## src/rtl/softplus_vec_ctrl.sv

```systemverilog
// Sequences a vector of fixed-point activations through one shared softplus unit.
// Ports: start/abort/len/src_base/dst_base in; busy/done/aborted, rd_*, sp_x/sp_y, wr_*, clamp_cnt.
module softplus_vec_ctrl #(
  parameter int N      = 16,
  parameter int Q      = 12,
  parameter int ADDR_W = 8
) (
  input  logic              clk,
  input  logic              rst,
  input  logic              start,
  input  logic              abort,
  input  logic [ADDR_W-1:0] len,
  input  logic [ADDR_W-1:0] src_base,
  input  logic [ADDR_W-1:0] dst_base,
  output logic              busy,
  output logic              done,
  output logic              aborted,
  output logic              rd_en,
  output logic [ADDR_W-1:0] rd_addr,
  input  logic [N-1:0]      rd_data,
  output logic [N-1:0]      sp_x,
  input  logic [N-1:0]      sp_y,
  output logic              wr_en,
  output logic [ADDR_W-1:0] wr_addr,
  output logic [N-1:0]      wr_data,
  output logic [ADDR_W-1:0] clamp_cnt
);

  typedef enum logic [2:0] {
    IDLE, RD, LAT, EVAL, WR, DONE
  } state_t;

  state_t            state;
  logic [ADDR_W-1:0] len_q;
  logic [ADDR_W-1:0] src_q;
  logic [ADDR_W-1:0] dst_q;
  logic [ADDR_W-1:0] idx;

  // Q is the binary point of the data; nothing here depends on it.
  logic [N-1:0] unused_q;
  assign unused_q = N'(Q);

  // Strobes and pulses are registered: they are set on the edge that
  // enters the state in which they must be visible.
  always_ff @(posedge clk or posedge rst) begin
    if (rst) begin
      state     <= IDLE;
      len_q     <= '0;
      src_q     <= '0;
      dst_q     <= '0;
      idx       <= '0;
      busy      <= 1'b0;
      done      <= 1'b0;
      aborted   <= 1'b0;
      rd_en     <= 1'b0;
      rd_addr   <= '0;
      sp_x      <= '0;
      wr_en     <= 1'b0;
      wr_addr   <= '0;
      wr_data   <= '0;
      clamp_cnt <= '0;
    end else begin
      done    <= 1'b0;
      aborted <= 1'b0;
      rd_en   <= 1'b0;
      wr_en   <= 1'b0;
      unique case (state)
        IDLE: begin
          if (start) begin
            len_q     <= len;
            src_q     <= src_base;
            dst_q     <= dst_base;
            idx       <= '0;
            clamp_cnt <= '0;
            busy      <= 1'b1;
            if (len == '0) begin
              state <= DONE;
              done  <= 1'b1;
            end else begin
              state   <= RD;
              rd_en   <= 1'b1;
              rd_addr <= src_base;
            end
          end
        end
        RD: begin
          if (abort) begin
            state   <= IDLE;
            busy    <= 1'b0;
            aborted <= 1'b1;
          end else begin
            state <= LAT;
          end
        end
        LAT: begin
          if (abort) begin
            state   <= IDLE;
            busy    <= 1'b0;
            aborted <= 1'b1;
          end else begin
            sp_x  <= rd_data;
            state <= EVAL;
          end
        end
        EVAL: begin
          if (abort) begin
            state   <= IDLE;
            busy    <= 1'b0;
            aborted <= 1'b1;
          end else begin
            // A negative softplus result can only be a unit fault.
            if (sp_y[N-1]) begin
              wr_data   <= '0;
              clamp_cnt <= clamp_cnt + ADDR_W'(1);
            end else begin
              wr_data <= sp_y;
            end
            wr_en   <= 1'b1;
            wr_addr <= dst_q + idx;
            state   <= WR;
          end
        end
        WR: begin
          idx <= idx + ADDR_W'(1);
          if (abort) begin
            state   <= IDLE;
            busy    <= 1'b0;
            aborted <= 1'b1;
          end else if (idx + ADDR_W'(1) == len_q) begin
            state <= DONE;
            done  <= 1'b1;
          end else begin
            state   <= RD;
            rd_en   <= 1'b1;
            rd_addr <= src_q + idx + ADDR_W'(1);
          end
        end
        DONE: begin
          state <= IDLE;
          busy  <= 1'b0;
        end
        default: begin
          state <= IDLE;
          busy  <= 1'b0;
        end
      endcase
    end
  end

endmodule

```

## config.mk

```make
export PLATFORM = sky130hd
export DESIGN_NAME = softplus_vec_ctrl
export DESIGN_NICKNAME = d
export VERILOG_FILES = /design/src/rtl/softplus_vec_ctrl.sv
export SDC_FILE = /design/constraint.sdc
export NUM_CORES = 1
export LEC_CHECK = 0
export CAP_MARGIN = 25
export CORE_MARGIN = 2
export CORE_UTILIZATION = 35
export DETAILED_ROUTE_END_ITERATION = 10
export GPL_ROUTABILITY_DRIVEN = 0
export SLEW_MARGIN = 0
export SYNTH_ARGS = -nofsm -noshare
export SYNTH_HDL_FRONTEND = slang
export SYNTH_SLANG_ARGS = --single-unit
export TNS_END_PERCENT = 50
```

## constraint.sdc

```tcl
create_clock -name clk -period 3.25 [get_ports clk]
set_input_delay 0.65 -clock clk [delete_from_list [all_inputs] [get_ports clk]]
set_output_delay 0.65 -clock clk [all_outputs]
set_load 0.05 [all_outputs]
```

=== Yosys cells after proc, flatten, opt, wreduce, memory -nomap -nowiden ===
Cells that the tools add are included.
Widths: inputs -> output; s select.

* Register bits after elaboration: 96
* Bits of input ports: 60

* $add $sub $neg: 5
* Equality and inequality tests: 12
* Multiplexer cells: 36
* Bitwise operators: 1
* Reduce and logical (&&, ||, !) cells: 12

{| class="wikitable"
|+ Operators with widths
! cell !! number
|-
| $mux 8 || 7
|-
| $pmux 8 s2 || 3
|-
| $add 8x1->8 const B || 3
|-
| $add 8x8->8 || 2
|-
| $mux 15 || 1
|-
| $mux 3 || 5
|-
| $pmux 3 s5 || 1
|-
| $mux 1 || 14
|-
| $ne 2x2->1 const B || 6
|-
| $reduce_and 2->1 || 5
|-
| $eq 8x8->1 || 1
|-
| $logic_not 8->1 || 1
|-
| $eq 3x2->1 const B || 2
|-
| $pmux 1 s2 || 3
|-
| $reduce_and 5->1 || 1
|-
| $mux 2 || 2
|-
| $reduce_and 4->1 || 1
|-
| $reduce_bool 2->1 || 2
|-
| $reduce_or 4->1 || 1
|-
| $eq 3x1->1 const B || 1
|-
| $eq 3x3->1 const B || 1
|-
| $logic_not 3->1 || 1
|-
| $ne 2x1->1 const B || 1
|-
| $not 1->1 || 1
|}

=== Depth between registers and ports, before layout ===
Gate-level depths: netlist of run 1.

* Depth after elaboration: 5
* Depth in mapped cells: 10
* Gate-level depth less buffers: 10

=== Worst setup path before layout of run 1 ===
Ideal clock, no wire load.

* Path kind: input-to-reg
* Start: input port abort
* End: register sp_x[0]
* Library setup time: 0.125 ns
* Arrival time: 2.162 ns
* Required time: 3.125 ns
* Path slack: 0.963 ns
* Stages: 5
* Buffers on the path: 2
* Path through: clkbuf_1 > nand2b_1 > nor3_1 > buf_2 > mux2_2

* Longest elaborated chain between the ends: 2

{| class="wikitable"
|+ RTL lines
! item !! line !! source
|-
| from (decl) || 11 || <nowiki>input logic abort,</nowiki>
|-
| $not 1->1 (no line) || - ||
|-
| $reduce_and 2->1 (no line) || - ||
|-
| to (signal assigned) || 101 || <nowiki>sp_x <= rd_data;</nowiki>
|-
| to (decl) || 21 || <nowiki>output logic [N-1:0] sp_x,</nowiki>
|}

No other way between the ends.
A chain may end at the register's enable or synchronous reset.

=== Worst setup path in the final report of run 1 ===
* Start: register idx[1]
* End: register rd_addr[7]

* Longest elaborated chain between the ends: 5
* Elaborated cells between the ends (all ways): 9

{| class="wikitable"
|+ RTL lines
! item !! line !! source
|-
| from (decl) || 37 || <nowiki>logic [ADDR_W-1:0] idx;</nowiki>
|-
| from (signal assigned) || 124 || <nowiki>idx <= idx + ADDR_W'(1);</nowiki>
|-
| $add 8x8->8 || 135 || <nowiki>rd_addr <= src_q + idx + ADDR_W'(1);</nowiki>
|-
| $add 8x1->8 || 135 ||
|-
| $mux 8 || 129 || <nowiki>end else if (idx + ADDR_W'(1) == len_q) begin</nowiki>
|-
| $mux 8 || 125 || <nowiki>if (abort) begin</nowiki>
|-
| $pmux 8 s2 || 67 || <nowiki>unique case (state)</nowiki>
|-
| to (signal assigned) || 82 || <nowiki>rd_addr <= src_base;</nowiki>
|-
| to (signal assigned) || 135 ||
|-
| to (decl) || 19 || <nowiki>output logic [ADDR_W-1:0] rd_addr,</nowiki>
|}

Several ways; a longest one is shown, not always the timed one. The select of a mux whose other input is x is not followed.

==> results of run 1 <==
==> cell usage in the layout, fill, tap and decap left out, types with 3 or more instances in the layout <==
master / count
nand2_1: 115
clkdlybuf4s50_1: 119
o31ai_1: 3
mux2i_1: 3
clkbuf_16: 9
o21a_1: 5
nand3_1: 7
mux2_2: 16
nor4_1: 3
nand4_1: 3
o21ai_0: 40
ha_1: 16
dfrtp_1: 95
o21ai_1: 3
buf_4: 9
inv_1: 12
a21oi_1: 15
nand2b_1: 21
xor2_1: 14
nor2_1: 29
xnor2_1: 12
nor3_1: 4
and3_1: 4
==> cell families after synthesis <==
logic type      synth area share [%]
fa+ha+maj                       5.11
simple gates                    19.4
flops                           50.5
compound gates                  11.2
xor+xnor                        5.80
mux                             4.47
buf+inv                         3.40
other cells                   0.0797
==> path summary, 6_finish.rpt <==
path,startpoint,to,slack (ps),depth (start not counted)
setup / recovery,idx[1]$_DFFE_PP0P_,rd_addr[7]$_DFFE_PP0P_,710,8
hold / removal,wr_data[5]$_DFFE_PP0P_,wr_data[5]$_DFFE_PP0P_,480,2
setup reg to reg,idx[1]$_DFFE_PP0P_,rd_addr[7]$_DFFE_PP0P_,710,8
hold reg to reg,wr_data[5]$_DFFE_PP0P_,wr_data[5]$_DFFE_PP0P_,480,2
max in group asynchronous,rst,clamp_cnt[0]$_DFFE_PP0P_,1840,3
min in group asynchronous,rst,src_q[2]$_DFFE_PP0P_,740,2
==> layer usage <==
| metal | wire length, um | vias to the layer above | GRT usage, % | part of all wire [%] |
|---|---|---|---|---|
| met2 | 5070 | 100 | 25.2 | 47 |
| li1 | - | 1863 | - | - |
| met5 | 0 | - | 0 | 0 |
| met1 | 4940 | 1776 | 21.0 | 46 |
| met4 | 257 | 0 | 6.69 | 2.4 |
| met3 | 490 | 21 | 3.90 | 4.6 |
==> registers in the layout, indices dropped and copies added (netlist names), 3 cells and up <==
| signal | count |
|---|---|
| sp_x | 16 |
| wr_data | 15 |
| clamp_cnt | 8 |
| dst_q | 8 |
| idx | 8 |
| len_q | 8 |
| rd_addr | 8 |
| src_q | 8 |
| wr_addr | 8 |
| state | 3 |
==> Yosys cell counts, types with 2 or more instances <==
| library cell | instances | area share [%] |
|---|---|---|
| nand2_1 | 115 | 9.2 |
| dfrtp_1 | 95 | 51 |
| o21ai_0 | 40 | 4.3 |
| nor2_1 | 29 | 2.3 |
| nand2b_1 | 21 | 2.8 |
| clkbuf_1 | 16 | 1.3 |
| ha_1 | 16 | 4.3 |
| mux2_2 | 16 | 3.8 |
| a21oi_1 | 15 | 1.6 |
| xor2_1 | 14 | 2.6 |
| inv_1 | 13 | 1.0 |
| xnor2_1 | 12 | 2.2 |
| nand3_1 | 7 | 0.74 |
| nor3_1 | 5 | 0.53 |
| o21a_1 | 5 | 0.80 |
| and3_1 | 4 | 0.53 |
| mux2i_1 | 3 | 0.64 |
| nand4_1 | 3 | 0.40 |
| nor4_1 | 3 | 0.40 |
| o21ai_1 | 3 | 0.32 |
| o31ai_1 | 3 | 0.48 |
| a22o_1 | 2 | 0.37 |
| a31oi_1 | 2 | 0.27 |
| buf_2 | 2 | 0.21 |
| buf_4 | 2 | 0.32 |
| buf_6 | 2 | 0.48 |
| fa_1 | 2 | 0.85 |
| nor2b_1 | 2 | 0.27 |
| o31a_1 | 2 | 0.37 |
| or4_1 | 2 | 0.32 |
| xnor3_1 | 2 | 0.96 |
==> worst max-delay path: stages (launching register included) <==
cell and delay (ps):
dfrtp_1 570, ha_1 360, and3_1 240, xnor3_1 140
o21ai_0 160, o41ai_4 400, buf_4 240, nor2_1 60
a32o_1 250
==> final cells by class <==
type | count | area (um2)
tap | 176 | 220
timing repair buffer | 129 | 1280
fill | 1258 | 6820
clock buffer | 13 | 260
multi-input combinational | 353 | 2170
inverter | 14 | 55.1
clock inverter | 1 | 5.00
sequential | 95 | 2380
==> stage by stage <==
stage	util [%]	area, um2	cells
3_5_place_dp	46.3	6100	767
2_1_floorplan	-	4700	484
4_1_cts	48.3	6370	781
6_report	48.3	6370	781
5_1_grt	48.3	6370	781
3_3_place_gp	46.3	6100	767
==> power by group <==
| group | total (mW) | switching (mW) | internal, mW |
|---|---|---|---|
| combinational | 3.09 | 1.96 | 1.13 |
| clock | 0.973 | 0.422 | 0.551 |
| sequential | 1.97 | 0.302 | 1.66 |
==> metrics, run 1 <==
Crit Path Max Fanout=13; Core Area=13,200 um2; Fmax=394 MHz; fin nets=680; crit end category=register; Worst-Skew Late Latency=350 ps; Hold Buf Count CTS=0; grt total ovfl=0; largest net degree at the start of global routing=49; Slew @ Worst Pin=870 ps; cts bufs inserted=9; P per Cell Area=946 nW/um2; first-pass GRT wire length=18.1 mm; Final Max Slew Viols=0; Final period util=78.1%; Hold Vio Cnt, Final=0; Vias/cell=4.81; I/O pin total=121; share of cells above drive strength 1=8.10%; post_cts resized=0; Cell Rows=42; initial antenna violation count=0; Longest Clk Path Bufs=2; final wirelength=10.8 mm; Top FF cell, synth=dfrtp_1; Post-Syn Area=4700 um2; chip height=120 um; initial DRC count=165; Critical Path AT=2770 ps; synthesized area per cell=9.72 um2; YS warnings=0; Setup Viol. Count Final=0; DIE WIDTH=120 um; setup bufs post-CTS=0; Post-DRT Antenna Nets=0; required time of the critical path=3480 ps; routed via count=3,760; Post-synth EDFFs=0; Peak VDD IR=467 uV; Root Driver=clkbuf_16; # diodes=0; Design Power=6.03 mW; CTS Sinks=95; Max H-tree Level=3; Leak=2.87 nW; worst min path class=register to register; CTS clk-pin slew, worst paths=60 ps; post-DP HPWL=7.98 mm; post-synthesis cell count=484; residual DRC count=0; DR WL/cell=13.8 um; MaxCap Viol Count=0; setup TNS=0 ps; Tmin final=2540 ps; area delta synth->final=35.4%; max_slew headroom=41.9%; Port Buf Inserts=119; asr flop ratio synth=100%; outcome=finished clean; count of cell types in the netlist=57; post-synthesis sequential area ratio=50.5%; post-place setup slack=610 ps; Min Hold Slack=478 ps; syn nets=562; number of synthesized register bits=95; CTS tree=done; TritonRoute pass-1 iters=4; CP Launch Type=register; crit path kind=register to register; RSZ-0062 raised after global routing=false; vias in the first global route=3,700; Layout Skew=9.32 ps; final setup margin=712 ps; overall routing resource usage=16.0%; Starting Density=35.7%; DIE AREA=14,400 um2
Note: power is estimated with default switching activity, not from simulation.
==> run 2, diff against run 1 <==
Clock period 3.25 ns to 2.2 ns, I/O delays scaled along.
==> metrics, run 2 (synthesis gave the netlist of run 1 again) <==
# diodes=0 (unchanged); Switching Share=44.4% (was 44.5%); Slew @ Worst Pin=523 ps (was 870 ps); routed via count=3,885 (was 3,760); CTS Sinks=95 (unchanged); CTS tree=done (unchanged); post-place setup slack=-75.6 ps (was 610 ps); required time of the critical path=2440 ps (was 3480 ps); setup TNS=0 ps (unchanged); DIE AREA=14,400 um2 (unchanged); commonest non-fill, non-tap cell in the layout=clkdlybuf4s50_1 (unchanged); cell-internal power=5.15 mW (was 3.34 mW); max_slew headroom=65.0% (was 41.9%); Final Max Slew Viols=0 (unchanged); CTS clk-pin slew, worst paths=70 ps (was 60 ps); Largest register FFs=16 (unchanged); chip height=120 um (unchanged); Hold Vio Cnt, Final=0 (unchanged); grt total ovfl=0 (unchanged); slowest stage delay, CP=480 ps (was 570 ps); Vias/cell=4.76 (was 4.81); Final period util=98.0% (was 78.1%); residual DRC count=0 (unchanged); DR WL/cell=13.7 um (was 13.8 um); Post-DRT Antenna Nets=0 (unchanged); initial antenna violation count=0 (unchanged); Tmin final=2160 ps (was 2540 ps); largest net degree at the start of global routing=96 (was 49); Peak VDD IR=646 uV (was 467 uV); Fmax=464 MHz (was 394 MHz); Longest Clk Path Bufs=2 (unchanged); area delta synth->final=44.0% (was 35.4%); cts bufs inserted=9 (unchanged); share of cells above drive strength 1=16.5% (was 8.10%); Logic pwr share=52.7% (was 51.2%); most frequent cells in the layout=clkdlybuf4s50_1, nand2_1, dfrtp_1 (unchanged); filler cell count in the final layout=1,207 (was 1,258); Hold Buf Count CTS=0 (unchanged); CP Launch Type=register (unchanged); CP max-delay cell=or4_4 (was dfrtp_1); RSZ-0062 raised after global routing=true (was false); biggest regs=sp_x (16), wr_data (15) (unchanged); fin nets=714 (was 680); Setup Viol. Count Final=0 (unchanged); outcome=finished clean (unchanged); TritonRoute pass-1 iters=4 (unchanged); Starting Density=35.7% (unchanged); overall routing resource usage=16.6% (was 16.0%); Cell Chain, Critical Path=inv_2, ha_4, nand2b_4, a21oi_2, o21a_1, o31a_1, or4_4, a32o_1 (was ha_1, and3_1, xnor3_1, o21ai_0, o41ai_4, buf_4, nor2_1, a32o_1); placed cells=795 (was 767); Critical Path AT=2390 ps (was 2770 ps); clock share of power=16.1% (about the same); Root Driver=clkbuf_16 (unchanged); post-DP HPWL=8.12 mm (was 7.98 mm); vias in the first global route=3,927 (was 3,700); Design Power=9.26 mW (was 6.03 mW); Leak=3.06 nW (was 2.87 nW); multi-input combinational cell area=2280 um2 (was 2170 um2); DIE WIDTH=120 um (unchanged); Port Buf Inserts=119 (unchanged); P per Cell Area=1370 nW/um2 (was 946 nW/um2); final setup margin=44.7 ps (was 712 ps); FF/Latch Area=2380 um2 (about the same); first-pass GRT wire length=19.1 mm (was 18.1 mm); Cell Rows=42 (unchanged); Max H-tree Level=3 (unchanged); I/O pin total=121 (unchanged); Layout Cells excl Fill=817 (was 781); Reg with most FFs=sp_x (unchanged); Layout Skew=8.42 ps (was 9.32 ps); crit end category=register (unchanged); Reg power frac=31.2% (was 32.6%); initial DRC count=154 (was 165); crit path kind=register to register (unchanged); Core Area=13,200 um2 (unchanged); final wirelength=11.2 mm (was 10.8 mm); Psw=4.11 mW (was 2.68 mW); MaxCap Viol Count=0 (unchanged); Worst-Skew Late Latency=350 ps (about the same); worst min path class=register to register (unchanged); Crit Path Max Fanout=4 (was 13)
## run 2: cell count changes in the layout (fill, tap and decap cells not counted), sizes merged
cell	before	now
buf	10	44
clkinvlp	0	2
clkbuf	13	11
clkinv	1	3
## run 2: stage by stage
stage          area, um2  hold WS, ps  utilization, %
6_report            6780          478            51.4
5_1_grt             6780          504            51.4
3_5_place_dp        6330          472            48.0
4_1_cts             6710          487            50.9
3_3_place_gp        6330          462            48.0
2_1_floorplan       4710          452               -
## run 2: layout make-up
cell class | count | share of cell area, %
Sequential cell | 95 | 35.1
Multi-Input combinational cell | 353 | 33.7
Timing Repair Buffer | 163 | 22.9
Clock buffer | 11 | 3.73
Tap cell | 176 | 3.25
Inverter | 14 | 0.831
Clock inverter | 5 | 0.462
## run 2: power groups by stage
| stage | combinational [mW] | sequential [mW] | clock, mW |
|---|---|---|---|
| detailed placement | 4.79 | 2.91 | 0 |
| finish | 4.88 | 2.89 | 1.49 |
| global route | 5.26 | 2.99 | 1.62 |
| global placement | 4.73 | 2.87 | 0 |
| floorplan | 1.57 | 4.49 | 0 |
| CTS | 4.89 | 2.90 | 1.54 |
## run 2: per-layer routing
metal  GRT usage, %  wire length (um)  vias up
met1           22.1              5150     1850
met4           6.40               200        0
met5              0                 0        -
li1               -                 -     1932
met2           27.0              5340       91
met3           2.99               505       12
## run 2: final timing paths
check	from	end	slack (ps)	depth (start not counted)
min	rd_addr[1]$_DFFE_PP0P_	rd_addr[1]$_DFFE_PP0P_	480	2
max in group asynchronous	rst	rd_addr[2]$_DFFE_PP0P_	1210	3
max	idx[0]$_DFFE_PP0P_	rd_addr[7]$_DFFE_PP0P_	40	8
min reg2reg	rd_addr[1]$_DFFE_PP0P_	rd_addr[1]$_DFFE_PP0P_	480	2
max reg2reg	idx[0]$_DFFE_PP0P_	rd_addr[7]$_DFFE_PP0P_	40	8
min in group asynchronous	rst	wr_data[9]$_DFFE_PP0P_	570	3
## run 2: worst max-delay path, delay by kind of cell (launching register included)
family	cells	cell delay [ps]
compound gates	4	770
buf+inv	1	90
flops	1	450
fa+ha+maj	1	130
simple gates	2	600
## run 2: what timing repair did
action,CTS,global route
gates resized for setup,12,15
pin swaps,3,6
setup buffers,4,2
setup endpoints to repair,1,12
==> run 3, diff against run 2 <==
Settings changed: CELL_PAD_IN_SITES_DETAIL_PLACEMENT set to 0, CELL_PAD_IN_SITES_GLOBAL_PLACEMENT set to 2, CORE_UTILIZATION 35 to 27, PLACE_DENSITY_LB_ADDON set to 0.1.
==> metrics, run 3 (synthesis gave the netlist of run 1 again) <==
Fmax=463 MHz (was 464 MHz); worst min path class=register to register (unchanged); Vias/cell=4.40 (was 4.76); cts bufs inserted=9 (unchanged); DR WL/cell=14.5 um (was 13.7 um); Worst-Skew Late Latency=340 ps (was 350 ps); Port Buf Inserts=119 (unchanged); Final period util=98.1% (was 98.0%); share of cells above drive strength 1=18.3% (was 16.5%); CTS Sinks=95 (unchanged); CTS clk-pin slew, worst paths=70 ps (about the same); Longest Clk Path Bufs=2 (unchanged); Max H-tree Level=3 (unchanged); crit path buf inv count=2 (was 1); filler cell count in the final layout=1,736 (was 1,207); Design Power=9.48 mW (was 9.26 mW); post-DP HPWL=9.23 mm (was 8.12 mm); Peak VDD IR=706 uV (was 646 uV); crit path kind=register to register (unchanged); Critical Path AT=2390 ps (about the same); final wirelength=12.7 mm (was 11.2 mm); Cell Rows=48 (was 42); initial DRC count=133 (was 154); I/O pin total=121 (unchanged); Root Driver=clkbuf_16 (unchanged); Reg with most FFs=sp_x (unchanged); Cell Chain, Critical Path=buf_6, inv_4, ha_4, nand2b_4, a21oi_2, o21a_1, o31a_1, or4_1, a32o_1 (was inv_2, ha_4, nand2b_4, a21oi_2, o21a_1, o31a_1, or4_4, a32o_1); overall routing resource usage=14.4% (was 16.6%); most frequent cells in the layout=clkdlybuf4s50_1, nand2_1, dfrtp_1 (unchanged); outcome=finished clean (unchanged); TritonRoute pass-1 iters=4 (unchanged); CP Launch Type=register (unchanged); RSZ-0062 raised after global routing=true (unchanged); routed via count=3,865 (was 3,885); biggest regs=sp_x (16), wr_data (15) (unchanged); MaxCap Viol Count=0 (unchanged); Slew @ Worst Pin=528 ps (was 523 ps); grt total ovfl=0 (unchanged); CP top delay family=compound AO/OA/AOI/OAI gates (unchanged); Hold Vio Cnt, Final=0 (unchanged); area delta synth->final=48.8% (was 44.0%); Starting Density=27.4% (was 35.7%); crit end category=register (unchanged); largest net degree at the start of global routing=47 (was 96); Tmin final=2160 ps (about the same); chip height=136 um (was 120 um); multi-input combinational cell area=2280 um2 (about the same); Leak=3.15 nW (was 3.06 nW); # diodes=0 (unchanged); initial antenna violation count=0 (unchanged); slowest stage delay, CP=470 ps (was 480 ps); CP max-delay cell=or4_1 (was or4_4); FF/Latch Area=2380 um2 (about the same); CTS tree=done (unchanged); P per Cell Area=1350 nW/um2 (was 1370 nW/um2); commonest non-fill, non-tap cell in the layout=clkdlybuf4s50_1 (unchanged); residual DRC count=0 (unchanged); final design utilization=40.7% (was 51.4%); Setup Viol. Count Final=0 (unchanged); Post-DRT Antenna Nets=0 (unchanged); max_slew headroom=64.7% (was 65.0%); Min Hold Slack=475 ps (was 478 ps); DIE AREA=18,500 um2 (was 14,400 um2); Largest register FFs=16 (unchanged); Crit Path Max Fanout=2 (was 4); setup TNS=0 ps (unchanged); fin nets=727 (was 714); first-pass GRT wire length=20.5 mm (was 19.1 mm); cell area after layout=7000 um2 (was 6780 um2); vias in the first global route=3,843 (was 3,927); Final Max Slew Viols=0 (unchanged); Placed Area=6490 um2 (was 6330 um2); Layout Skew=8.71 ps (was 8.42 ps); required time of the critical path=2430 ps (was 2440 ps); Core Area=17,200 um2 (was 13,200 um2); DIE WIDTH=136 um (was 120 um)
[run 3: timing repair]
action,4_1_cts,5_1_grt
endpoints found under the setup margin,9,13
hold buffers,0,0
pin swaps,7,9
setup buffers,10,1
gates resized for setup,18,15
[run 3: path summary, 6_finish.rpt]
kind,to,slack [ps],from,cells past startpoint
worst max-delay path,rd_addr[7]$_DFFE_PP0P_,40,idx[0]$_DFFE_PP0P_,9
worst min-delay path,wr_addr[0]$_DFFE_PP0P_,470,wr_addr[0]$_DFFE_PP0P_,2
worst max register to register,rd_addr[7]$_DFFE_PP0P_,40,idx[0]$_DFFE_PP0P_,9
worst min register to register,wr_addr[0]$_DFFE_PP0P_,470,wr_addr[0]$_DFFE_PP0P_,2
max in group asynchronous,idx[1]$_DFFE_PP0P_,1140,rst,3
min in group asynchronous,wr_addr[0]$_DFFE_PP0P_,490,rst,2
[run 3: through the flow]
| step | setup WS (ps) | cells |
|---|---|---|
| 2_1_floorplan | -2.48 | 484 |
| 3_3_place_gp | -194 | 852 |
| 3_5_place_dp | -270 | 852 |
| 4_1_cts | -64.4 | 878 |
| 5_1_grt | -62.9 | 879 |
| 6_report | 41.1 | 879 |
[run 3: layer usage]
layer / vias to the layer above / track usage [%] / share of wire (%)
met5: - / 0 / 0
met4: 0 / 4.86 / 1.1
met3: 9 / 2.68 / 5.0
met2: 81 / 23.2 / 46
met1: 1812 / 19.4 / 48
li1: 1963 / - / -
[run 3: report_power, final]
group	internal, mW	switching, mW	leakage [nW]
Combinational	1.96	3.10	1.80
Clock	0.890	0.664	0.145
Sequential	2.46	0.416	1.21
[run 3: worst reg2reg max path, stage by stage, from the launching register on]
cell and delay (ps):
dfrtp_1 400, buf_6 130, inv_4 50, ha_4 110, nand2b_4 110, a21oi_2 60, o21a_1 190, o31a_1 270
or4_1 470, a32o_1 260
[run 3: final cells by class]
type	count	area share (%)
clock buffer	14	4.06
clock inverter	2	0.179
inverter	14	0.840
multi-input combinational	353	32.5
sequential	95	34.0
tap	225	4.02
timing repair buffer	176	24.4
